### config.mk
export PLATFORM = sky130hd
export DESIGN_NAME = riscv_lsu
export DESIGN_NICKNAME = d
export VERILOG_FILES = /design/src/rtl/riscv_lsu_pkg.sv /design/src/rtl/riscv_lsu_align.sv /design/src/rtl/riscv_lsu.sv
export SDC_FILE = /design/constraint.sdc
export NUM_CORES = 1
export LEC_CHECK = 0
export ABC_CLOCK_PERIOD_IN_PS = 2200
export BUFFER_PORTS_ARGS = -buffer_cell sky130_fd_sc_hd__clkbuf_2
export CAP_MARGIN = 25
export CORE_MARGIN = 3
export CORE_UTILIZATION = 30
export DETAILED_ROUTE_END_ITERATION = 12
export PLACE_DENSITY = 0.78
export REMOVE_ABC_BUFFERS = 1
export SETUP_SLACK_MARGIN = 0.4
export SLEW_MARGIN = 30
export SYNTH_ARGS = -nofsm -noshare
export SYNTH_HDL_FRONTEND = slang
export SYNTH_SLANG_ARGS = --single-unit
### constraint.sdc
create_clock -name clk_i -period 2.2 [get_ports clk_i]
set_input_delay 0.44 -clock clk_i [delete_from_list [all_inputs] [get_ports clk_i]]
set_output_delay 0.44 -clock clk_i [all_outputs]
set_load 0.02 [all_outputs]
### src/rtl/riscv_lsu_pkg.sv
// Shared types and constants for the load/store unit.
// The size codes match the RISC-V funct3 encodings the decoder uses.
package riscv_lsu_pkg;

    typedef enum logic [0:0] {
        IDLE = 1'b0,
        WAIT = 1'b1
    } lsu_state_e;

    // Access size codes (funct3)
    localparam logic [2:0] LDST_B  = 3'd0;
    localparam logic [2:0] LDST_H  = 3'd1;
    localparam logic [2:0] LDST_W  = 3'd2;
    localparam logic [2:0] LDST_BU = 3'd4;
    localparam logic [2:0] LDST_HU = 3'd5;

    // Byte-enable base masks, shifted into the addressed lane
    localparam logic [3:0] BE_BYTE = 4'b0001;
    localparam logic [3:0] BE_HALF = 4'b0011;
    localparam logic [3:0] BE_WORD = 4'b1111;

endpackage

### src/rtl/riscv_lsu_align.sv
// Lane handling for the load/store unit: byte enables, store-data lane
// replication and load-data extraction with sign/zero extension.
// Purely combinational.
module riscv_lsu_align
    import riscv_lsu_pkg::*;
(
    input  logic [2:0]  size_i,
    input  logic [1:0]  off_i,
    input  logic [31:0] wd_i,
    input  logic [31:0] rd_i,
    output logic [3:0]  be_o,
    output logic [31:0] wd_o,
    output logic [31:0] rd_o
);

    logic [7:0]  rd_byte;
    logic [15:0] rd_half;

    assign rd_byte = rd_i[{off_i, 3'b000} +: 8];
    // Halfwords ignore off[0]: a half at offset 3 uses bytes 3:2
    assign rd_half = off_i[1] ? rd_i[31:16] : rd_i[15:0];

    // Decode size into lane mask, replicated store data and extended load data
    always_comb begin
        be_o = 4'b0000;
        wd_o = 32'h0;
        rd_o = 32'h0;
        case (size_i)
            LDST_B: begin
                be_o = BE_BYTE << off_i;
                wd_o = {4{wd_i[7:0]}};
                rd_o = {{24{rd_byte[7]}}, rd_byte};
            end
            LDST_BU: begin
                be_o = BE_BYTE << off_i;
                wd_o = {4{wd_i[7:0]}};
                rd_o = {24'h0, rd_byte};
            end
            LDST_H: begin
                be_o = BE_HALF << {off_i[1], 1'b0};
                wd_o = {2{wd_i[15:0]}};
                rd_o = {{16{rd_half[15]}}, rd_half};
            end
            LDST_HU: begin
                be_o = BE_HALF << {off_i[1], 1'b0};
                wd_o = {2{wd_i[15:0]}};
                rd_o = {16'h0, rd_half};
            end
            LDST_W: begin
                be_o = BE_WORD;
                wd_o = wd_i;
                rd_o = rd_i;
            end
            default: begin
                be_o = 4'b0000;
                wd_o = 32'h0;
                rd_o = 32'h0;
            end
        endcase
    end

endmodule

### src/rtl/riscv_lsu.sv
// Load/store unit between the core data port and external data memory.
// Stalls the core while an access is outstanding and force-completes it
// with bus_err_o after TIMEOUT_CYCLES wait cycles (0 disables the watchdog).
// Optional: define RISCV_LSU_MISALIGN_EN to add misalign_o and suppress
// misaligned half/word accesses instead of issuing them.
module riscv_lsu
    import riscv_lsu_pkg::*;
#(
    parameter int unsigned TIMEOUT_CYCLES = 255
) (
    input  logic        clk_i,
    input  logic        rst_ni,
    input  logic        core_req_i,
    input  logic        core_we_i,
    input  logic [2:0]  core_size_i,
    input  logic [31:0] core_addr_i,
    input  logic [31:0] core_wd_i,
    output logic [31:0] core_rd_o,
    output logic        core_stall_o,
    output logic        bus_err_o,
    output logic        mem_req_o,
    output logic        mem_we_o,
    output logic [3:0]  mem_be_o,
    output logic [31:0] mem_addr_o,
    output logic [31:0] mem_wd_o,
    input  logic [31:0] mem_rd_i,
    input  logic        mem_ready_i
`ifdef RISCV_LSU_MISALIGN_EN
    ,
    output logic        misalign_o
`endif
);

    localparam int unsigned CntW = (TIMEOUT_CYCLES > 1) ? $clog2(TIMEOUT_CYCLES) : 1;

    lsu_state_e      state_q, state_d;
    logic [CntW-1:0] cnt_q, cnt_d;
    logic            bus_err_q, bus_err_d;

    logic            misalign;
    logic            acc_req;
    logic            to_fire;
    logic [3:0]      be;
    logic [31:0]     wd_rep;
    logic [31:0]     rd_ext;

`ifdef RISCV_LSU_MISALIGN_EN
    // Flag half accesses on odd bytes and word accesses off a word boundary
    always_comb begin
        misalign = 1'b0;
        if (core_req_i) begin
            if ((core_size_i == LDST_H || core_size_i == LDST_HU) && core_addr_i[0]) begin
                misalign = 1'b1;
            end else if (core_size_i == LDST_W && core_addr_i[1:0] != 2'b00) begin
                misalign = 1'b1;
            end
        end
    end
    assign misalign_o = misalign;
`else
    assign misalign = 1'b0;
`endif

    // A misaligned request is handed straight to the trap logic, never to memory
    assign acc_req = core_req_i & ~misalign;

    assign to_fire = (TIMEOUT_CYCLES != 0) && (state_q == WAIT) && acc_req && !mem_ready_i
                     && (cnt_q == CntW'(TIMEOUT_CYCLES - 1));

    riscv_lsu_align u_align (
        .size_i (core_size_i),
        .off_i  (core_addr_i[1:0]),
        .wd_i   (core_wd_i),
        .rd_i   (mem_rd_i),
        .be_o   (be),
        .wd_o   (wd_rep),
        .rd_o   (rd_ext)
    );

    assign mem_req_o  = acc_req;
    assign mem_we_o   = acc_req & core_we_i;
    assign mem_be_o   = acc_req ? be : 4'b0000;
    assign mem_addr_o = acc_req ? {core_addr_i[31:2], 2'b00} : 32'h0;
    assign mem_wd_o   = acc_req ? wd_rep : 32'h0;
    assign core_rd_o  = (acc_req && !to_fire) ? rd_ext : 32'h0;
    assign bus_err_o  = bus_err_q;

    // Next-state, watchdog count and stall decode
    always_comb begin
        state_d      = state_q;
        cnt_d        = cnt_q;
        bus_err_d    = 1'b0;
        core_stall_o = 1'b0;
        unique case (state_q)
            IDLE: begin
                cnt_d = '0;
                if (acc_req) begin
                    state_d      = WAIT;
                    core_stall_o = 1'b1;
                end
            end
            WAIT: begin
                if (!acc_req || mem_ready_i) begin
                    state_d = IDLE;
                    cnt_d   = '0;
                end else if (to_fire) begin
                    state_d   = IDLE;
                    cnt_d     = '0;
                    bus_err_d = 1'b1;
                end else begin
                    core_stall_o = 1'b1;
                    if (TIMEOUT_CYCLES != 0) begin
                        cnt_d = cnt_q + CntW'(1);
                    end
                end
            end
        endcase
    end

    // FSM state, watchdog counter and registered error pulse
    always_ff @(posedge clk_i or negedge rst_ni) begin
        if (!rst_ni) begin
            state_q   <= IDLE;
            cnt_q     <= '0;
            bus_err_q <= 1'b0;
        end else begin
            state_q   <= state_d;
            cnt_q     <= cnt_d;
            bus_err_q <= bus_err_d;
        end
    end

endmodule

==> results.yml <==
status:
  status: "finished, final reports clean"
power_and_ir_drop:
  powerDensity_nw_per_um2: 290.5
  peakVddDrop_v: 0.0002820
  total_power_mw: 1.342
  power_frac_seq_pct: 14.2
  pwr-share-comb_pct: 68.1
  switching_share_pct: 41.49
  p_leak_nw: 2.205
  clkPwrFrac_pct: 17.7
  p_int_mw: 0.7854
  power.switching_mw: 0.5568
placed_design:
  numPlacedInstances: 591
  portBuffers: 205
  pre_cts_ws_ns: -0.1433
  place_congestion: 0.8256
  hpwlAfterDp_um: 7589
sta:
  setup_viol: 0
  timing.hold.ws_ns: 0.06023
  setup_ws_ns: 0.01625
  fmax_ghz: 0.4579
  slew_viol_final: 0
  fin_crit_sh_pct: 99.26
  grt_setup_unrepaired: "true"
  fin_skew_ns: 0.0009762
  hold_viol_final: 0
  min_period_ns: 2.184
global_route:
  grt_pass1_vias: 3144
  grt_pass1_wl_um: 15530
  grt-ovfl-total: 0
  antenna_found_initial: 0
  grt_usage_pct: 25.16
  grt_max_degree: 52
floorplanning:
  die_h_um: 87.74
  die_w_um: 87.74
  core_area_um2: 6422
  dieArea_um2: 7698
  rows: 29
  io_pins: 208
  start_util_pct: 31.21
route:
  first_pass_iters: 5
  drt-initial-drc-count: 179
  wl_per_cell_um: 19.23
  drc: 0
  drt_wl_total_um: 11940
  dr_total_vias: 3373
  viasPerCell: 5.432
  postRouteAntennaNets: 0
setup_path:
  path_class: "primary input to output port"
  r2r-start: "cnt_q[3]"
  r2r_cells: 7
  startpoint_type: "primary input"
  r2r_setup_slack_ns: 0.79
  required_ns: 1.76
  crit_arrival_ns: 1.74
  cp_max_fo: 8
  end_kind: "output port"
  reg2reg_to: "cnt_q[3]"
cts:
  root_buffer: "clkbuf_8"
  path_clk_slew_ns: 0.05
  numCtsBuffers: 3
  cts_tree: "built"
  cts_max_path_buffers: 2
  clk_latency_ns: 0.24
  cts_max_level: 1
  cts.sinks: 10
synthesis:
  synth_area_um2: 2004
  ys_seq_elements: 10
  syn-instance-count: 304
  ys_types: 42
  ys.warnings.count: 0
  ys_seq_area_share_pct: 12.48
  synth_area_per_cell_um2: 6.593
cells_and_area:
  area_delta_synth_final_pct: 130.5
  layout_common_cells: "clkbuf_2, and2_1, buf_6"
  fin_nets: 651
  drive_above_1_share_pct: 68.38
  final_common_cell: "clkbuf_2"
  final_util_pct: 71.95
  antenna_cells: 0
  final_cells: 621
job:
  max_cap_viol_count: 0
hold_path:
  hp-class: "primary input to asynchronous set/reset pin"
cell type report:
class	instances	area [µm²]
Clock buffer	4	55.05
Fill cell	438	1802
Inverter	2	7.507
Multi-Input combinational cell	265	2027
Sequential cell	10	250.2
Tap cell	77	96.34
Timing Repair Buffer	263	2185
synthesized netlist by cell type (all sizes together):
master	n	area (µm²)
a21oi	58	290.3
and2	48	301.5
nand2	35	131.4
nor2	27	101.4
buf	20	143.9
o21ai	18	105.1
a22oi	15	112.6
nor2b	11	68.82
and3	10	62.56
dfrtp	10	250.2
clkbuf	8	31.28
mux2	6	67.56
nor3	5	30.03
xor2	5	43.79
nand2b	3	26.27
nand3	3	15.01
a21o	2	15.01
ha	2	25.02
inv	2	7.510
mux2i	2	20.02
nand4	2	27.53
a211oi	1	7.510
a2bb2oi	1	8.760
and2b	1	7.510
and4	1	11.26
conb	1	3.750
mux4	1	22.52
nor3b	1	12.51
o21bai	1	7.510
o311a	1	10.01
o31ai	1	21.27
or2	1	6.260
xnor2	1	8.760
power groups by stage:
| stage | clock, mW | combinational, mW | sequential [mW] |
|---|---|---|---|
| after floorplan | 0 | 0.301 | 0.192 |
| after global placement | 0 | 0.597 | 0.192 |
| after detailed placement | 0 | 0.612 | 0.192 |
| after CTS | 0.243 | 0.777 | 0.189 |
| after global routing | 0.252 | 0.959 | 0.190 |
| final | 0.238 | 0.914 | 0.190 |
registers in the layout, summed over array words and instances, names as in the netlist:
name,flops
bus_err_o,1
cnt_q,8
state_q,1
metrics by stage:
stage,TNS [ns],instance area [µm²]
finish,0,4621
global placement,-3.766,3207
CTS,-0.1137,4099
detailed placement,-2.961,3222
global route,-0.2232,4621
floorplan,-8.242,1833
layer usage:
layer	wire [µm]	track usage [%]	up-vias
li1	-	-	1525
met1	4532	32.58	1604
met2	6351	44.11	211
met3	805	2.916	33
met4	253	6.555	0
met5	0	0	-
worst max path at each step:
stage                   startpoint             to  slack [ns]  cells after the start
floorplan           core_size_i[0]   core_rd_o[0]       -0.35                      4
global placement        core_req_i   core_rd_o[2]       -0.15                      5
CTS                       cnt_q[0]  core_rd_o[18]       -0.02                      7
global route        core_addr_i[1]   core_rd_o[6]       -0.03                      8
finish              core_size_i[0]   core_rd_o[4]        0.02                      8
detailed placement  core_size_i[0]   core_rd_o[7]       -0.14                      7
worst max-delay path: stages:
cell	delay, ns
clkbuf_16	0.14
buf_8	0.12
nor3b_4	0.26
a21o_1	0.22
buf_6	0.16
a22oi_1	0.08
a21oi_1	0.14
buf_2	0.18
cells by family (layout without fill, tap and decap cells):
logic type	count (synthesis)	count (layout)	share of synthesized area (%)
mux	9	9	5.493
compound gates	98	98	28.84
flops	10	10	12.48
other cells	1	2	0.1871
simple gates	148	148	40.01
fa+ha+maj	2	2	1.248
buf+inv	30	269	9.113
xor+xnor	6	6	2.622
what timing repair did:
item                                    in CTS  in global routing
hold buffers                                 0                  0
endpoints found under the setup margin      69                 69
gates resized for setup                    192                146
gates cloned                                 2                  4
pin swaps                                   28                 35
hold endpoints to repair                     0                  0
buffers inserted                            12                  8
Power figures use the tool's default switching activity.
